--- config.mk ---
export PLATFORM = sky130hd
export DESIGN_NAME = div_issue_ctrl_flat
export DESIGN_NICKNAME = d
export VERILOG_FILES = /design/src/rtl/div_issue_ctrl_pkg.sv /design/src/rtl/div_issue_ctrl_if.sv /design/src/rtl/div_issue_ctrl_chan_issue.sv /design/src/rtl/div_issue_ctrl.sv /design/src/flat_wrapper.sv
export SDC_FILE = /design/constraint.sdc
export NUM_CORES = 1
export LEC_CHECK = 0
export BUFFER_PORTS_ARGS = -buffer_cell sky130_fd_sc_hd__buf_2
export CAP_MARGIN = 15
export CORE_MARGIN = 8
export CORE_UTILIZATION = 30
export CTS_BUF_LIST = sky130_fd_sc_hd__clkbuf_8 sky130_fd_sc_hd__clkbuf_16
export DETAILED_ROUTE_END_ITERATION = 16
export PLACE_DENSITY = 0.7
export SETUP_SLACK_MARGIN = 0.3
export SLEW_MARGIN = 40
export SYNTH_ARGS = -nofsm -noshare
export SYNTH_HDL_FRONTEND = slang
export SYNTH_SLANG_ARGS = --single-unit
--- constraint.sdc ---
create_clock -name clk -period 2.3 [get_ports clk]
set_clock_uncertainty 0.15 [all_clocks]
set_input_delay 0.46 -clock clk [delete_from_list [all_inputs] [get_ports clk]]
set_output_delay 0.46 -clock clk [all_outputs]
set_load 0.01 [all_outputs]
--- src/rtl/div_issue_ctrl_pkg.sv ---
// Shared types and constants for the divider issue controller.
// Op bit indices match the one-hot EXE encoding {mod_wu, div_wu, mod_w, div_w}.
package div_issue_ctrl_pkg;

  localparam int DW_DEFAULT = 32;

  localparam int OP_DIV_W  = 0;
  localparam int OP_MOD_W  = 1;
  localparam int OP_DIV_WU = 2;
  localparam int OP_MOD_WU = 3;

  typedef enum logic [4:0] {
    ST_IDLE  = 5'b00001,
    ST_ISSUE = 5'b00010,
    ST_WAIT  = 5'b00100,
    ST_DONE  = 5'b01000,
    ST_DRAIN = 5'b10000
  } state_t;

  // Multi-hot ops resolve to the lowest set bit.
  function automatic logic [3:0] op_lowest(input logic [3:0] op);
    return op & (~op + 4'd1);
  endfunction

endpackage

--- src/rtl/div_issue_ctrl_if.sv ---
// EXE-side and divider-IP-side signals of the issue controller.
// Handshake: a transfer happens on a clk edge where tvalid & tready are both high; once tvalid is raised the tdata stays stable until that edge. dout_tvalid is a one-cycle pulse with no backpressure.
interface div_issue_ctrl_if
  import div_issue_ctrl_pkg::*;
#(
  parameter int DW = DW_DEFAULT
);
  logic          ex_valid;
  logic [3:0]    ex_div_op;
  logic [DW-1:0] ex_src1;
  logic [DW-1:0] ex_src2;
  logic          ex_flush;
  logic          ms_allowin;
  logic          div_stall;
  logic [DW-1:0] div_result;
  logic          div_result_valid;

  logic            s_dvs_tvalid, s_dvd_tvalid, s_dvs_tready, s_dvd_tready;
  logic [DW-1:0]   s_dvs_tdata, s_dvd_tdata;
  logic            s_dout_tvalid;
  logic [2*DW-1:0] s_dout_tdata;

  logic            u_dvs_tvalid, u_dvd_tvalid, u_dvs_tready, u_dvd_tready;
  logic [DW-1:0]   u_dvs_tdata, u_dvd_tdata;
  logic            u_dout_tvalid;
  logic [2*DW-1:0] u_dout_tdata;

  modport master (
    input  ex_valid, ex_div_op, ex_src1, ex_src2, ex_flush, ms_allowin,
    output div_stall, div_result, div_result_valid,
    output s_dvs_tvalid, s_dvd_tvalid, s_dvs_tdata, s_dvd_tdata,
    input  s_dvs_tready, s_dvd_tready, s_dout_tvalid, s_dout_tdata,
    output u_dvs_tvalid, u_dvd_tvalid, u_dvs_tdata, u_dvd_tdata,
    input  u_dvs_tready, u_dvd_tready, u_dout_tvalid, u_dout_tdata
  );

  modport slave (
    output ex_valid, ex_div_op, ex_src1, ex_src2, ex_flush, ms_allowin,
    input  div_stall, div_result, div_result_valid,
    input  s_dvs_tvalid, s_dvd_tvalid, s_dvs_tdata, s_dvd_tdata,
    output s_dvs_tready, s_dvd_tready, s_dout_tvalid, s_dout_tdata,
    input  u_dvs_tvalid, u_dvd_tvalid, u_dvs_tdata, u_dvd_tdata,
    output u_dvs_tready, u_dvd_tready, u_dout_tvalid, u_dout_tdata
  );

endinterface

--- src/rtl/div_issue_ctrl_chan_issue.sv ---
// Issues one operand pair on the divisor/dividend channels of a divider IP.
// An abort is honoured only while neither channel has been (or is being) accepted.
module div_chan_issue (
  input  logic clk,
  input  logic rst,
  input  logic i_start,
  input  logic i_abort_ok,
  input  logic i_dvs_tready,
  input  logic i_dvd_tready,
  output logic o_dvs_tvalid,
  output logic o_dvd_tvalid,
  output logic o_issued,
  output logic o_any_acc
);

  logic r_busy;
  logic r_dvs_tvalid, r_dvd_tvalid;
  logic r_dvs_acc, r_dvd_acc;

  logic w_dvs_hs, w_dvd_hs;
  logic w_dvs_done, w_dvd_done;

  assign w_dvs_hs   = r_dvs_tvalid & i_dvs_tready;
  assign w_dvd_hs   = r_dvd_tvalid & i_dvd_tready;
  assign w_dvs_done = r_dvs_acc | w_dvs_hs;
  assign w_dvd_done = r_dvd_acc | w_dvd_hs;

  assign o_dvs_tvalid = r_dvs_tvalid;
  assign o_dvd_tvalid = r_dvd_tvalid;
  assign o_issued     = r_busy & w_dvs_done & w_dvd_done;
  assign o_any_acc    = r_busy & (w_dvs_done | w_dvd_done);

  always_ff @(posedge clk) begin
    if (rst) begin
      r_busy       <= 1'b0;
      r_dvs_tvalid <= 1'b0;
      r_dvd_tvalid <= 1'b0;
      r_dvs_acc    <= 1'b0;
      r_dvd_acc    <= 1'b0;
    end else if (i_start) begin
      r_busy       <= 1'b1;
      r_dvs_tvalid <= 1'b1;
      r_dvd_tvalid <= 1'b1;
      r_dvs_acc    <= 1'b0;
      r_dvd_acc    <= 1'b0;
    end else if (r_busy) begin
      if (o_issued || (i_abort_ok && !o_any_acc)) begin
        r_busy       <= 1'b0;
        r_dvs_tvalid <= 1'b0;
        r_dvd_tvalid <= 1'b0;
        r_dvs_acc    <= 1'b0;
        r_dvd_acc    <= 1'b0;
      end else begin
        if (w_dvs_hs) begin
          r_dvs_tvalid <= 1'b0;
          r_dvs_acc    <= 1'b1;
        end
        if (w_dvd_hs) begin
          r_dvd_tvalid <= 1'b0;
          r_dvd_acc    <= 1'b1;
        end
      end
    end
  end

endmodule

--- src/rtl/div_issue_ctrl.sv ---
// Sequences signed/unsigned divider IPs for EXE: issue, wait, present result,
// and drain an in-flight op after a flush so no stale IP output survives.
module div_issue_ctrl
  import div_issue_ctrl_pkg::*;
#(
  parameter int DW = DW_DEFAULT
) (
  input  logic             clk,
  input  logic             rst,
  div_issue_ctrl_if.master bus,
  output state_t           o_state
);

  state_t        r_state;
  logic [3:0]    r_op;
  logic [DW-1:0] r_src1, r_src2;
  logic [DW-1:0] r_div_result;
  logic          r_div_result_valid;
  logic          r_flush_pend;

  logic          w_div_req, w_start, w_abort_ok, w_sel_signed;
  logic [3:0]    w_new_op;
  logic          w_issued, w_any_acc, w_dout_valid;
  logic          w_s_issued, w_s_any_acc, w_u_issued, w_u_any_acc;
  logic          w_s_dvs_tvalid, w_s_dvd_tvalid, w_u_dvs_tvalid, w_u_dvd_tvalid;
  logic [DW-1:0] w_result;

  assign w_div_req    = bus.ex_valid & (|bus.ex_div_op);
  assign w_new_op     = op_lowest(bus.ex_div_op);
  assign w_start      = (r_state == ST_IDLE) & w_div_req & ~bus.ex_flush;
  assign w_abort_ok   = (r_state == ST_ISSUE) & bus.ex_flush;
  assign w_sel_signed = r_op[OP_DIV_W] | r_op[OP_MOD_W];
  assign w_issued     = w_sel_signed ? w_s_issued : w_u_issued;
  assign w_any_acc    = w_sel_signed ? w_s_any_acc : w_u_any_acc;
  assign w_dout_valid = w_sel_signed ? bus.s_dout_tvalid : bus.u_dout_tvalid;

  div_chan_issue u_s_issue (
    .clk          (clk),
    .rst          (rst),
    .i_start      (w_start & (w_new_op[OP_DIV_W] | w_new_op[OP_MOD_W])),
    .i_abort_ok   (w_abort_ok),
    .i_dvs_tready (bus.s_dvs_tready),
    .i_dvd_tready (bus.s_dvd_tready),
    .o_dvs_tvalid (w_s_dvs_tvalid),
    .o_dvd_tvalid (w_s_dvd_tvalid),
    .o_issued     (w_s_issued),
    .o_any_acc    (w_s_any_acc)
  );

  div_chan_issue u_u_issue (
    .clk          (clk),
    .rst          (rst),
    .i_start      (w_start & (w_new_op[OP_DIV_WU] | w_new_op[OP_MOD_WU])),
    .i_abort_ok   (w_abort_ok),
    .i_dvs_tready (bus.u_dvs_tready),
    .i_dvd_tready (bus.u_dvd_tready),
    .o_dvs_tvalid (w_u_dvs_tvalid),
    .o_dvd_tvalid (w_u_dvd_tvalid),
    .o_issued     (w_u_issued),
    .o_any_acc    (w_u_any_acc)
  );

  // Quotient lives in the upper half of the IP output, remainder in the lower.
  always_comb begin
    w_result = '0;
    if (r_op[OP_DIV_W])       w_result = bus.s_dout_tdata[2*DW-1:DW];
    else if (r_op[OP_MOD_W])  w_result = bus.s_dout_tdata[DW-1:0];
    else if (r_op[OP_DIV_WU]) w_result = bus.u_dout_tdata[2*DW-1:DW];
    else if (r_op[OP_MOD_WU]) w_result = bus.u_dout_tdata[DW-1:0];
  end

  always_ff @(posedge clk) begin
    if (rst) begin
      r_state            <= ST_IDLE;
      r_op               <= '0;
      r_src1             <= '0;
      r_src2             <= '0;
      r_div_result       <= '0;
      r_div_result_valid <= 1'b0;
      r_flush_pend       <= 1'b0;
    end else begin
      case (r_state)
        ST_IDLE: begin
          if (w_start) begin
            r_op         <= w_new_op;
            r_src1       <= bus.ex_src1;
            r_src2       <= bus.ex_src2;
            r_flush_pend <= 1'b0;
            r_state      <= ST_ISSUE;
          end
        end
        ST_ISSUE: begin
          // A half-issued op must complete its other channel before draining.
          if (w_issued) begin
            r_state      <= (bus.ex_flush || r_flush_pend) ? ST_DRAIN : ST_WAIT;
            r_flush_pend <= 1'b0;
          end else if (bus.ex_flush) begin
            if (!w_any_acc) r_state      <= ST_IDLE;
            else            r_flush_pend <= 1'b1;
          end
        end
        ST_WAIT: begin
          if (bus.ex_flush) begin
            r_state <= w_dout_valid ? ST_IDLE : ST_DRAIN;
          end else if (w_dout_valid) begin
            r_div_result       <= w_result;
            r_div_result_valid <= 1'b1;
            r_state            <= ST_DONE;
          end
        end
        ST_DONE: begin
          if (bus.ms_allowin || bus.ex_flush) begin
            r_div_result_valid <= 1'b0;
            r_state            <= ST_IDLE;
          end
        end
        ST_DRAIN: begin
          if (w_dout_valid) r_state <= ST_IDLE;
        end
        default: r_state <= ST_IDLE;
      endcase
    end
  end

  assign bus.div_stall        = w_div_req & (r_state != ST_DONE);
  assign bus.div_result       = r_div_result;
  assign bus.div_result_valid = r_div_result_valid;

  assign bus.s_dvs_tvalid = w_s_dvs_tvalid;
  assign bus.s_dvd_tvalid = w_s_dvd_tvalid;
  assign bus.u_dvs_tvalid = w_u_dvs_tvalid;
  assign bus.u_dvd_tvalid = w_u_dvd_tvalid;
  assign bus.s_dvs_tdata  = r_src2;
  assign bus.s_dvd_tdata  = r_src1;
  assign bus.u_dvs_tdata  = r_src2;
  assign bus.u_dvd_tdata  = r_src1;

  assign o_state = r_state;

endmodule

--- src/flat_wrapper.sv ---
// flat-port wrapper written by rule: the top's interface ports become plain ports
module div_issue_ctrl_flat import div_issue_ctrl_pkg::*;
#(
  parameter int DW = DW_DEFAULT
)
  (clk, rst, o_state, bus_ex_valid, bus_ex_div_op, bus_ex_src1, bus_ex_src2, bus_ex_flush, bus_ms_allowin, bus_div_stall, bus_div_result, bus_div_result_valid, bus_s_dvs_tvalid, bus_s_dvd_tvalid, bus_s_dvs_tdata, bus_s_dvd_tdata, bus_s_dvs_tready, bus_s_dvd_tready, bus_s_dout_tvalid, bus_s_dout_tdata, bus_u_dvs_tvalid, bus_u_dvd_tvalid, bus_u_dvs_tdata, bus_u_dvd_tdata, bus_u_dvs_tready, bus_u_dvd_tready, bus_u_dout_tvalid, bus_u_dout_tdata);
  div_issue_ctrl_if #(.DW(DW)) bus_i ();
  input  logic clk;
  input  logic rst;
  output state_t o_state;
  input wire logic [$bits(bus_i.ex_valid)-1:0] bus_ex_valid;
  input wire logic [$bits(bus_i.ex_div_op)-1:0] bus_ex_div_op;
  input wire logic [$bits(bus_i.ex_src1)-1:0] bus_ex_src1;
  input wire logic [$bits(bus_i.ex_src2)-1:0] bus_ex_src2;
  input wire logic [$bits(bus_i.ex_flush)-1:0] bus_ex_flush;
  input wire logic [$bits(bus_i.ms_allowin)-1:0] bus_ms_allowin;
  output wire logic [$bits(bus_i.div_stall)-1:0] bus_div_stall;
  output wire logic [$bits(bus_i.div_result)-1:0] bus_div_result;
  output wire logic [$bits(bus_i.div_result_valid)-1:0] bus_div_result_valid;
  output wire logic [$bits(bus_i.s_dvs_tvalid)-1:0] bus_s_dvs_tvalid;
  output wire logic [$bits(bus_i.s_dvd_tvalid)-1:0] bus_s_dvd_tvalid;
  output wire logic [$bits(bus_i.s_dvs_tdata)-1:0] bus_s_dvs_tdata;
  output wire logic [$bits(bus_i.s_dvd_tdata)-1:0] bus_s_dvd_tdata;
  input wire logic [$bits(bus_i.s_dvs_tready)-1:0] bus_s_dvs_tready;
  input wire logic [$bits(bus_i.s_dvd_tready)-1:0] bus_s_dvd_tready;
  input wire logic [$bits(bus_i.s_dout_tvalid)-1:0] bus_s_dout_tvalid;
  input wire logic [$bits(bus_i.s_dout_tdata)-1:0] bus_s_dout_tdata;
  output wire logic [$bits(bus_i.u_dvs_tvalid)-1:0] bus_u_dvs_tvalid;
  output wire logic [$bits(bus_i.u_dvd_tvalid)-1:0] bus_u_dvd_tvalid;
  output wire logic [$bits(bus_i.u_dvs_tdata)-1:0] bus_u_dvs_tdata;
  output wire logic [$bits(bus_i.u_dvd_tdata)-1:0] bus_u_dvd_tdata;
  input wire logic [$bits(bus_i.u_dvs_tready)-1:0] bus_u_dvs_tready;
  input wire logic [$bits(bus_i.u_dvd_tready)-1:0] bus_u_dvd_tready;
  input wire logic [$bits(bus_i.u_dout_tvalid)-1:0] bus_u_dout_tvalid;
  input wire logic [$bits(bus_i.u_dout_tdata)-1:0] bus_u_dout_tdata;
  assign bus_i.ex_valid = bus_ex_valid;
  assign bus_i.ex_div_op = bus_ex_div_op;
  assign bus_i.ex_src1 = bus_ex_src1;
  assign bus_i.ex_src2 = bus_ex_src2;
  assign bus_i.ex_flush = bus_ex_flush;
  assign bus_i.ms_allowin = bus_ms_allowin;
  assign bus_div_stall = bus_i.div_stall;
  assign bus_div_result = bus_i.div_result;
  assign bus_div_result_valid = bus_i.div_result_valid;
  assign bus_s_dvs_tvalid = bus_i.s_dvs_tvalid;
  assign bus_s_dvd_tvalid = bus_i.s_dvd_tvalid;
  assign bus_s_dvs_tdata = bus_i.s_dvs_tdata;
  assign bus_s_dvd_tdata = bus_i.s_dvd_tdata;
  assign bus_i.s_dvs_tready = bus_s_dvs_tready;
  assign bus_i.s_dvd_tready = bus_s_dvd_tready;
  assign bus_i.s_dout_tvalid = bus_s_dout_tvalid;
  assign bus_i.s_dout_tdata = bus_s_dout_tdata;
  assign bus_u_dvs_tvalid = bus_i.u_dvs_tvalid;
  assign bus_u_dvd_tvalid = bus_i.u_dvd_tvalid;
  assign bus_u_dvs_tdata = bus_i.u_dvs_tdata;
  assign bus_u_dvd_tdata = bus_i.u_dvd_tdata;
  assign bus_i.u_dvs_tready = bus_u_dvs_tready;
  assign bus_i.u_dvd_tready = bus_u_dvd_tready;
  assign bus_i.u_dout_tvalid = bus_u_dout_tvalid;
  assign bus_i.u_dout_tdata = bus_u_dout_tdata;
  div_issue_ctrl #(.DW(DW)) u_core (.clk(clk), .rst(rst), .bus(bus_i), .o_state(o_state));
endmodule
* Yosys cells after proc, flatten, opt, wreduce, memory -nomap -nowiden *
Index checks and enable logic that the tools add are counted.

word-level totals
  output and inout bits = 171
  logic and storage cells = 155
  bits of input ports = 207
  flip-flop bits (word level) = 117

operators by class
  reduce and logical (&&, ||, !) cells = 36
  add/subtract/negate cells = 1
  equal/unequal tests = 15
  multiplexer cells = 57
  bitwise gates (word level) = 29

operator list
  kind                                                    count
  two-way mux 32 bit                                      4
  two-way mux 5 bit                                       10
  two-way mux 1 bit                                       40
  one-hot mux 5 bit (5 select lines)                      1
  AND reduction 2 bit                                     9
  AND 1 bit                                               17
  nonzero test 2 bit                                      8
  nonzero test 3 bit                                      4
  inequality test 3 x 2 -> 1 bit (second input constant)  3
  bitwise OR 1 bit                                        9
  inequality test 2 x 1 -> 1 bit (second input constant)  4
  AND reduction 4 bit                                     2
  AND reduction 6 bit                                     1
  == test 5 x 1 -> 1 bit (second input constant)          1
  == test 5 x 2 -> 1 bit (second input constant)          1
  == test 5 x 3 -> 1 bit (second input constant)          1
  == test 5 x 4 -> 1 bit (second input constant)          1
  == test 5 bit (second input constant)                   1
  inequality test 5 x 4 -> 1 bit (second input constant)  1
  adder 4 x 1 -> 4 bit (second input constant)            1
  AND 4 bit                                               1
  logical OR 1 bit                                        4
  inverter 4 bit                                          1
  one-hot mux 1 bit (2 select lines)                      2
  8 further kinds                                         11

* Depth between registers and ports, before layout *
Gate-level depths: netlist (run 1).

  word-level depth = 10
  mapped depth = 8
  gate-level depth less buffers = 5

* Hierarchy *
From an unflattened synthesis (run 1), not the netlist that was laid out.

second synthesis, totals
  cell total of the unflattened synthesis = 738
  area, all modules = 5804.3 µm²

by module, submodules not included
  module          area each (µm²)  seq. area each (µm²)  cells an instance  times used
  div_issue_ctrl  5286.3           2142.1                688                1
  div_chan_issue  259.0            100.1                 25                 2

* Worst setup path before layout (run 1) *
Ideal clock, no wire load.

  path type = input-to-reg
  start = input bus_ex_flush
  end = register u_core.r_div_result[18], in the netlist u_core.bus.div_result[18]
  setup slack = 224 ps
  required time = 2080 ps
  buffers on the path = 3
  arrival time = 1855 ps
  setup time = 70 ps
  cell stages on the path = 7
  cells stage by stage = buf_2 -> o2111ai_2 -> o211ai_2 -> buf_6 -> buf_6 -> or4_1 -> a21oi_1

between the ends
  cells in the longest elaborated chain, start to end = 2

RTL lines
  item                           line                   RTL
  from (decl)                    flat_wrapper.sv:15     input wire logic [$bits(bus_i.ex_flush)-1:0] bus_ex_flush;
  inverter 1 bit (no line)       n/a
  AND reduction 3 bit (no line)  n/a
  to (signal assigned)           div_issue_ctrl.sv:106  r_div_result <= w_result;
  to (decl)                      div_issue_ctrl.sv:17   logic [DW-1:0] r_div_result;

No other way between the ends.
A chain may end at the register's enable or synchronous reset.

* Worst setup path in the final report (run 1) *
  start = register u_core.r_state[2], in the netlist u_core.o_state[2]
  end = register u_core.r_div_result[17], in the netlist u_core.bus.div_result[17]

between the ends
  cells in the longest elaborated chain, start to end = 2

RTL lines
  item                           line                   RTL
  from (decl)                    div_issue_ctrl.sv:14   state_t r_state;
  from (signal assigned)         div_issue_ctrl.sv:95   r_state <= (bus.ex_flush || r_flush_pend) ? ST_DRAIN : ST_WAIT;
  from (signal assigned)         div_issue_ctrl.sv:104  r_state <= w_dout_valid ? ST_IDLE : ST_DRAIN;
  == test 5 x 3 -> 1 bit         div_issue_ctrl.sv:82   case (r_state)
  AND reduction 3 bit (no line)  n/a

No other way between the ends.

==> summary.md, run 1 <==
| Metric | Value |
|---|---|
| Setup violators final | `0` |
| Die height | `153 µm` |
| Worst vdd ir | `0.000520 V` |
| Post-synthesis sequential area ratio | `41.6%` |
| Worst Path Required | `2.48 ns` |
| RSZ-0062 raised after global routing | `yes` |
| Area contributors post-synth | `dfxtp_1, a21oi_1, nand2_1` |
| Dominant cell type by area after synthesis | `dfxtp_1` |
| Fraction of final layout cells sized beyond drive strength 1 | `45.2%` |
| CTS Sinks | `117` |
| # DRC | `0` |
| Top FF cell, synth | `dfxtp_1` |
| Critical path buffers and inverters | `1` |
| Mapped cell area | `5630 µm²` |
| Initial antenna violation count | `1` |
| Total number of vias | `6,271` |
| Detailed Route WL | `21,500 µm` |
| Die area | `23,400 µm²` |
| Critical Path Source | `u_core.o_state[2]` |
| WS Path Type | `flip-flop to flip-flop` |
| Syn avg cell area | `7.90 µm²` |
| Worst path slowest cell | `or4_1` |
| Netlist cell types | `45` |
| Total count of hold-check failures in the final report | `0` |
| Cell family with most CP delay | `simple AND/OR/NAND/NOR gates` |
| #FFs+latches synth | `117` |
| Via density | `4.98` |
| Status | `finished clean` |
| Total Routing Usage GR | `17.2%` |
| Syn Nets | `919` |
| CP Depth | `6` |
| Post-CTS Hold Buffers | `0` |
| Drt pass-1 iters | `5` |
| Final Util | `43.9%` |
| Die W | `153 µm` |
| Crit. End Element | `flip-flop` |
| R2r startpoint | `u_core.o_state[2]` |
| Vias in the first global route | `6,238` |
| Num CTS Buffers | `17` |
| Reg2Reg Capture Point | `u_core.bus.div_result[17]` |
| GPL Wtd Cong | `0.843` |
| Leak | `0.00379 µW` |
| Flop2flop setup slack | `0.25 ns` |
| Final slew viol count | `0` |
| Min Clock Period, post-route | `2.05 ns` |
| ANT cells | `0` |
| Register area | `2360 µm²` |
| Drt initial violations | `385` |
| CP Max Fanout | `34` |
| Relative slew slack | `63.5%` |
| Drt wl/cell | `17.1 µm` |
| Port bufs | `377` |
| Row count | `50` |
| Clock slew at reported path FFs | `0.06 ns` |
| Crit-path cells | `nor3b_1, o21ai_2, o211ai_4, buf_12, or4_1, a21oi_1` |
| Syn Inst Count | `712` |
| Asr flop ratio synth | `0%` |
| Core area | `18,600 µm²` |
| Worst reg-to-reg path cell count | `6` |
| Max-Cap Viols | `0` |
| Longest Clk Path Bufs | `2` |
| CP endpoint | `u_core.bus.div_result[17]` |
| CP Launch Type | `flip-flop` |
| First-pass GRT wire length | `32,900 µm` |
| Worst-margin pin slew | `0.548 ns` |
| Post-synth top area share | `41.6%` |
| Max frequency | `0.488 GHz` |
| Hpwl dp | `16,400 µm` |
| Min-Delay Path Class | `input port to flip-flop` |
| Final worst-path cycle share | `89.1%` |
| Crit-path max cell delay | `0.53 ns` |
| Layout fillers | `1,893` |
| EDFF count, synth | `0` |
| Worst Path Arrival | `2.23 ns` |
| CTS root buffer | `clkbuf_16` |
| H-Tree Depth | `4` |
| Starting density of the core | `30.3%` |
| Yosys warns | `0` |
| PwrDens | `859 nW/µm²` |
| Area of the multi-input gates | `2600 µm²` |
| Area Growth Syn to Fin | `45.0%` |
| Worst-Skew Late Latency | `0.41 ns` |
| Tot Pwr | `7010 µW` |
| Post-DRT Antenna Nets | `0` |
| CTS tree | `done` |
| Nets | `1,219` |
| Largest net degree at the start of global routing | `59` |
| IO Count | `378` |
| GRT Residual Overflow | `0` |
==> cells by family (layout without fill, tap and decap cells) <==
kind of cell	after synthesis	count (layout)	share of synthesized area, %
flops	117	117	41.6
simple gates	216	216	18.1
mux	1	1	0.200
buf+inv	132	445	13.6
compound gates	246	246	26.5
==> worst register-to-register path, cell delays in order, from the launching register on <==
cell and delay (ns):
dfxtp_4 0.37, nor3b_1 0.16, o21ai_2 0.24, o211ai_4 0.16, buf_12 0.20, or4_1 0.53, a21oi_1 0.16
==> cell type report <==
class	count	area share [%]
clock buffers	20	5.72
clock inverters	12	2.15
inverters	5	0.230
multi-input cells	463	31.8
flip-flops and latches	117	28.9
well taps	234	3.59
repair buffers	408	27.6
==> power by group <==
| group | internal (µW) | switching (µW) |
|---|---|---|
| clock network | 1900 | 950 |
| registers | 2190 | 129 |
| logic | 812 | 1040 |
==> layout by cell type, fill, tap and decap left out, drive strengths merged, types with 2 or more instances in the layout <==
master / synthesis / final
a211oi: 4 / 4
and3b: 2 / 2
clkinvlp: 0 / 3
nor3b: 2 / 2
o21a: 2 / 2
inv: 5 / 6
nor3: 4 / 4
a221oi: 32 / 32
clkinv: 0 / 4
nand2: 142 / 142
nor2: 13 / 13
o211ai: 3 / 3
bufinv: 0 / 4
buf: 78 / 406
or2: 4 / 4
o22ai: 34 / 34
dfxtp: 117 / 117
a21oi: 111 / 111
o21ai: 41 / 41
nand3b: 2 / 2
and3: 2 / 2
clkbuf: 49 / 21
nand4b: 2 / 2
nand4: 2 / 2
or4: 32 / 32
nor2b: 3 / 3
a21o: 4 / 4
a31oi: 5 / 5
a2111oi: 2 / 2
nand3: 3 / 3
==> worst min path at each step <==
stage,startpoint,endpoint,slack (ns),cells after the start
global route,bus_ex_src2[17],u_core.bus.s_dvs_tdata[17],0.12,3
finish,bus_ex_src1[20],u_core.bus.s_dvd_tdata[20],0.14,3
floorplan,u_core.r_op[3],u_core.r_op[3],0.28,2
global placement,u_core.r_op[3],u_core.r_op[3],0.30,2
detailed placement,u_core.r_op[3],u_core.r_op[3],0.30,2
CTS,bus_ex_src2[8],u_core.bus.s_dvs_tdata[8],0.11,3
==> metrics by stage <==
stage	instance area, µm²	hold slack, ns	setup slack, ns	setup TNS, ns	instances
6_report	8160	0.138	0.251	0	1259
3_5_place_dp	7350	0.297	-0.0624	-0.627	1219
5_1_grt	8160	0.119	0.164	0	1259
4_1_cts	8110	0.110	0.271	0	1258
2_1_floorplan	5650	0.277	0.319	0	712
3_3_place_gp	7350	0.297	0.00953	0	1219
==> state kept, by name, indices dropped and copies added (netlist names), 4 cells and up <==
signal,flops
u_core.bus.s_dvs_tdata,32
u_core.bus.div_result,32
u_core.r_op,4
u_core.bus.s_dvd_tdata,32
u_core.o_state,5
==> layer usage <==
layer	wire length, µm	track usage, %
met5	13	0
met4	424	6.36
met3	1870	6.94
met2	10300	28.5
met1	8880	19.6
==> what timing repair did <==
action / CTS / global route
endpoints found under the hold margin: 0 / 0
gates resized for setup: 17 / 7
cloned: 1 / 1
buffers inserted: 6 / 0
pin swaps: 6 / 2
setup endpoints to repair: 34 / 91
==> synth_stat cells (5+ instances only) <==
library cell  number
nand2_1          142
dfxtp_1          117
a21oi_1          111
buf_4             64
clkbuf_1          49
o22ai_1           34
a221oi_1          32
or4_1             32
o21ai_0           31
buf_2             12
nor2_1            12
o21ai_1           10
a31oi_1            5
inv_1              5
(Power assumes the default switching activity.)
==> inputs of run 2 (changes only) <==
- CORE_AREA: default -> 2 2 149 151
- CORE_MARGIN: 8 -> default
- CORE_UTILIZATION: 30 -> default
- DIE_AREA: default -> 0 0 151 153
- PLACE_DENSITY: 0.7 -> 0.64
==> run 2 against run 1 <==
Net effect: sequential cell count stayed put; via count is 0.94% lower; setup slack better by 0.018 ns; clock power is 5% lower; combinational power is 5% lower; sequential power hardly changed; maximum frequency is 0.87% higher; highest routed layer is now met4; cell area hardly changed; global-route usage is 0.76 points lower.
==> summary.md, run 2 (synthesis gave the netlist of run 1 again) <==
| Metric | Value |
|---|---|
| Status | `finished clean (unchanged)` |
| Area of the multi-input gates | `2600 µm² (about the same)` |
| CP Launch Type | `input port (was flip-flop)` |
| Relative slew slack | `64.9% (was 63.5%)` |
| Port bufs | `377 (unchanged)` |
| Flop2flop setup slack | `0.30 ns (was 0.25 ns)` |
| Worst vdd ir | `0.000448 V (was 0.000520 V)` |
| Tot Pwr | `6780 µW (was 7010 µW)` |
| IO Count | `378 (unchanged)` |
| WL met2 | `9760 µm (was 10,300 µm)` |
| Num CTS Buffers | `17 (unchanged)` |
| Reg2Reg Capture Point | `u_core.bus.div_result[27] (was u_core.bus.div_result[17])` |
| ANT cells | `0 (unchanged)` |
| Drt wl/cell | `15.6 µm (was 17.1 µm)` |
| CP endpoint | `bus_div_stall (was u_core.bus.div_result[17])` |
| Layout fillers | `2,287 (was 1,893)` |
| Leading cell type in the layout, fill and taps excluded | `buf_2 (unchanged)` |
| Nets | `1,212 (was 1,219)` |
| GPL Wtd Cong | `0.856 (was 0.843)` |
| # DRC | `0 (unchanged)` |
| Register area | `2360 µm² (unchanged)` |
| Commonest cells after routing, fill and taps aside | `buf_2, nand2_1, a21oi_1 (was buf_2, nand2_1, dfxtp_1)` |
| Leak | `0.00377 µW (was 0.00379 µW)` |
| CTS root buffer | `clkbuf_16 (unchanged)` |
| Worst-margin pin slew | `0.527 ns (was 0.548 ns)` |
| RSZ-0062 raised after global routing | `yes (unchanged)` |
| Worst reg-to-reg path cell count | `6 (unchanged)` |
| Net switching power | `2080 µW (was 2120 µW)` |
| Post-CTS Hold Buffers | `0 (unchanged)` |
| Core area | `21,500 µm² (was 18,600 µm²)` |
| WS Path Type | `input port to output port (was flip-flop to flip-flop)` |
| Uppermost routed layer | `met4 (was met5)` |
| PwrDens | `831 nW/µm² (was 859 nW/µm²)` |
| Clk network pwr share | `39.8% (was 40.6%)` |
| Sw Share | `30.7% (was 30.2%)` |
| Reg power frac | `34.2% (was 33.0%)` |
| CTS Sinks | `117 (unchanged)` |
| M1 WL | `8630 µm (was 8880 µm)` |
| Final worst-path cycle share | `88.3% (was 89.1%)` |
| Sum Neg Setup Slack | `0 ns (unchanged)` |
| Worst path slowest cell | `o41ai_4 (was or4_1)` |
| GRT Residual Overflow | `0 (unchanged)` |
| Total count of hold-check failures in the final report | `0 (unchanged)` |
| Row count | `54 (was 50)` |
| Vias in the first global route | `5,586 (was 6,238)` |
| CP Max Fanout | `3 (was 34)` |
| Starting density of the core | `26.2% (was 30.3%)` |
| Max-Cap Viols | `0 (unchanged)` |
| Largest net degree at the start of global routing | `59 (unchanged)` |
| Worst Path Arrival | `1.42 ns (was 2.23 ns)` |
| Max frequency | `0.492 GHz (was 0.488 GHz)` |
| Final slew viol count | `0 (unchanged)` |
| Post-DRT Antenna Nets | `0 (unchanged)` |
| First-pass GRT wire length | `29,800 µm (was 32,900 µm)` |
| Drt initial violations | `378 (was 385)` |
| Worst-Skew Late Latency | `0.41 ns (about the same)` |
| Clock slew at reported path FFs | `0.05 ns (was 0.06 ns)` |
| Total number of vias | `6,212 (was 6,271)` |
| R2r startpoint | `u_core.o_state[3] (was u_core.o_state[2])` |
| Crit-path cells | `buf_2, o41ai_4, buf_4, nor2_4, buf_6 (was nor3b_1, o21ai_2, o211ai_4, buf_12, or4_1, a21oi_1)` |
| Die area | `23,100 µm² (was 23,400 µm²)` |
| Area Growth Syn to Fin | `45.0% (about the same)` |
| Hpwl dp | `14,800 µm (was 16,400 µm)` |
| Min-Delay Path Class | `input port to flip-flop (unchanged)` |
| H-Tree Depth | `4 (unchanged)` |
| Die W | `151 µm (was 153 µm)` |
| Worst Path Required | `1.69 ns (was 2.48 ns)` |
| Crit. End Element | `output port (was flip-flop)` |
| Drt pass-1 iters | `4 (was 5)` |
| CTS tree | `done (unchanged)` |
| Internal power | `4700 µW (was 4900 µW)` |
| Detailed Route WL | `20,200 µm (was 21,500 µm)` |
| Total Routing Usage GR | `16.4% (was 17.2%)` |
| Die height | `153 µm (about the same)` |
| Min Clock Period, post-route | `2.03 ns (was 2.05 ns)` |
| Critical Path Source | `bus_ex_div_op[3] (was u_core.o_state[2])` |
| Met3 wire len | `1400 µm (was 1870 µm)` |
| Setup violators final | `0 (unchanged)` |
| Fraction of final layout cells sized beyond drive strength 1 | `44.8% (was 45.2%)` |
| Longest Clk Path Bufs | `2 (unchanged)` |
| Initial antenna violation count | `0 (was 1)` |
| Power share of the combinational group | `26.0% (was 26.4%)` |
| Crit-path max cell delay | `0.45 ns (was 0.53 ns)` |
| Via density | `4.79 (was 4.98)` |
[run 2: what timing repair did]
action                                  in CTS  in global routing
gates resized for setup                     15                  9
setup buffers                                0                  2
endpoints found under the setup margin      37                 39
pin swaps                                    0                  5
cloned                                       1                  1
[run 2: worst min-delay path by stage]
stage	start	to	slack (ns)	depth (start not counted)
2_1_floorplan	u_core.r_op[3]	u_core.r_op[3]	0.28	2
3_3_place_gp	u_core.bus.s_dvd_tdata[22]	u_core.bus.s_dvd_tdata[22]	0.30	2
3_5_place_dp	u_core.bus.s_dvs_tdata[22]	u_core.bus.s_dvs_tdata[22]	0.31	2
4_1_cts	bus_ex_src1[15]	u_core.bus.s_dvd_tdata[15]	0.11	3
5_1_grt	bus_ex_src2[29]	u_core.bus.s_dvs_tdata[29]	0.12	3
6_report	bus_ex_src2[2]	u_core.bus.s_dvs_tdata[2]	0.13	3
[run 2: worst max-delay path, delay by kind of cell]
kind | cells | cell delay (ns)
buffers and inverters | 3 | 0.46
AO/OA/AOI/OAI | 1 | 0.45
AND/OR/NAND/NOR | 1 | 0.04
[run 2: power groups by stage]
| stage | logic (µW) | registers (µW) | clock network [µW] |
|---|---|---|---|
| after global placement | 1710 | 2340 | 0 |
| after CTS | 1740 | 2320 | 2770 |
| after detailed placement | 1720 | 2350 | 0 |
| after floorplan | 1020 | 2400 | 0 |
| after global routing | 1940 | 2350 | 2870 |
| final | 1760 | 2320 | 2700 |
[run 2: metal layers]
metal | GRT usage (%) | vias to the layer above
met5 | 0 | -
met4 | 6.19 | 0
met3 | 3.82 | 26
met2 | 27.4 | 284
met1 | 20.5 | 2814
li1 | - | 3088
[run 2: area by class of cell]
| cell class | instances | area share (%) |
|---|---|---|
| clock buffer | 20 | 5.72 |
| timing repair buffer | 401 | 27.3 |
| inverter | 5 | 0.230 |
| multi-input combinational | 463 | 31.9 |
| tap | 280 | 4.29 |
| clock inverter | 11 | 1.66 |
| sequential | 117 | 28.9 |
[run 2: stage by stage]
step / std cells / instance area [µm²] / hold WS, ns / setup WS [ns] / utilization, %
floorplan: 712 / 5650 / 0.277 / 0.319 / -
global placement: 1262 / 7420 / 0.300 / 0.102 / 34.5
CTS: 1294 / 8100 / 0.113 / 0.248 / 37.7
detailed placement: 1262 / 7420 / 0.309 / 0.0650 / 34.5
finish: 1297 / 8160 / 0.133 / 0.268 / 38.0
global route: 1297 / 8160 / 0.117 / 0.217 / 38.0
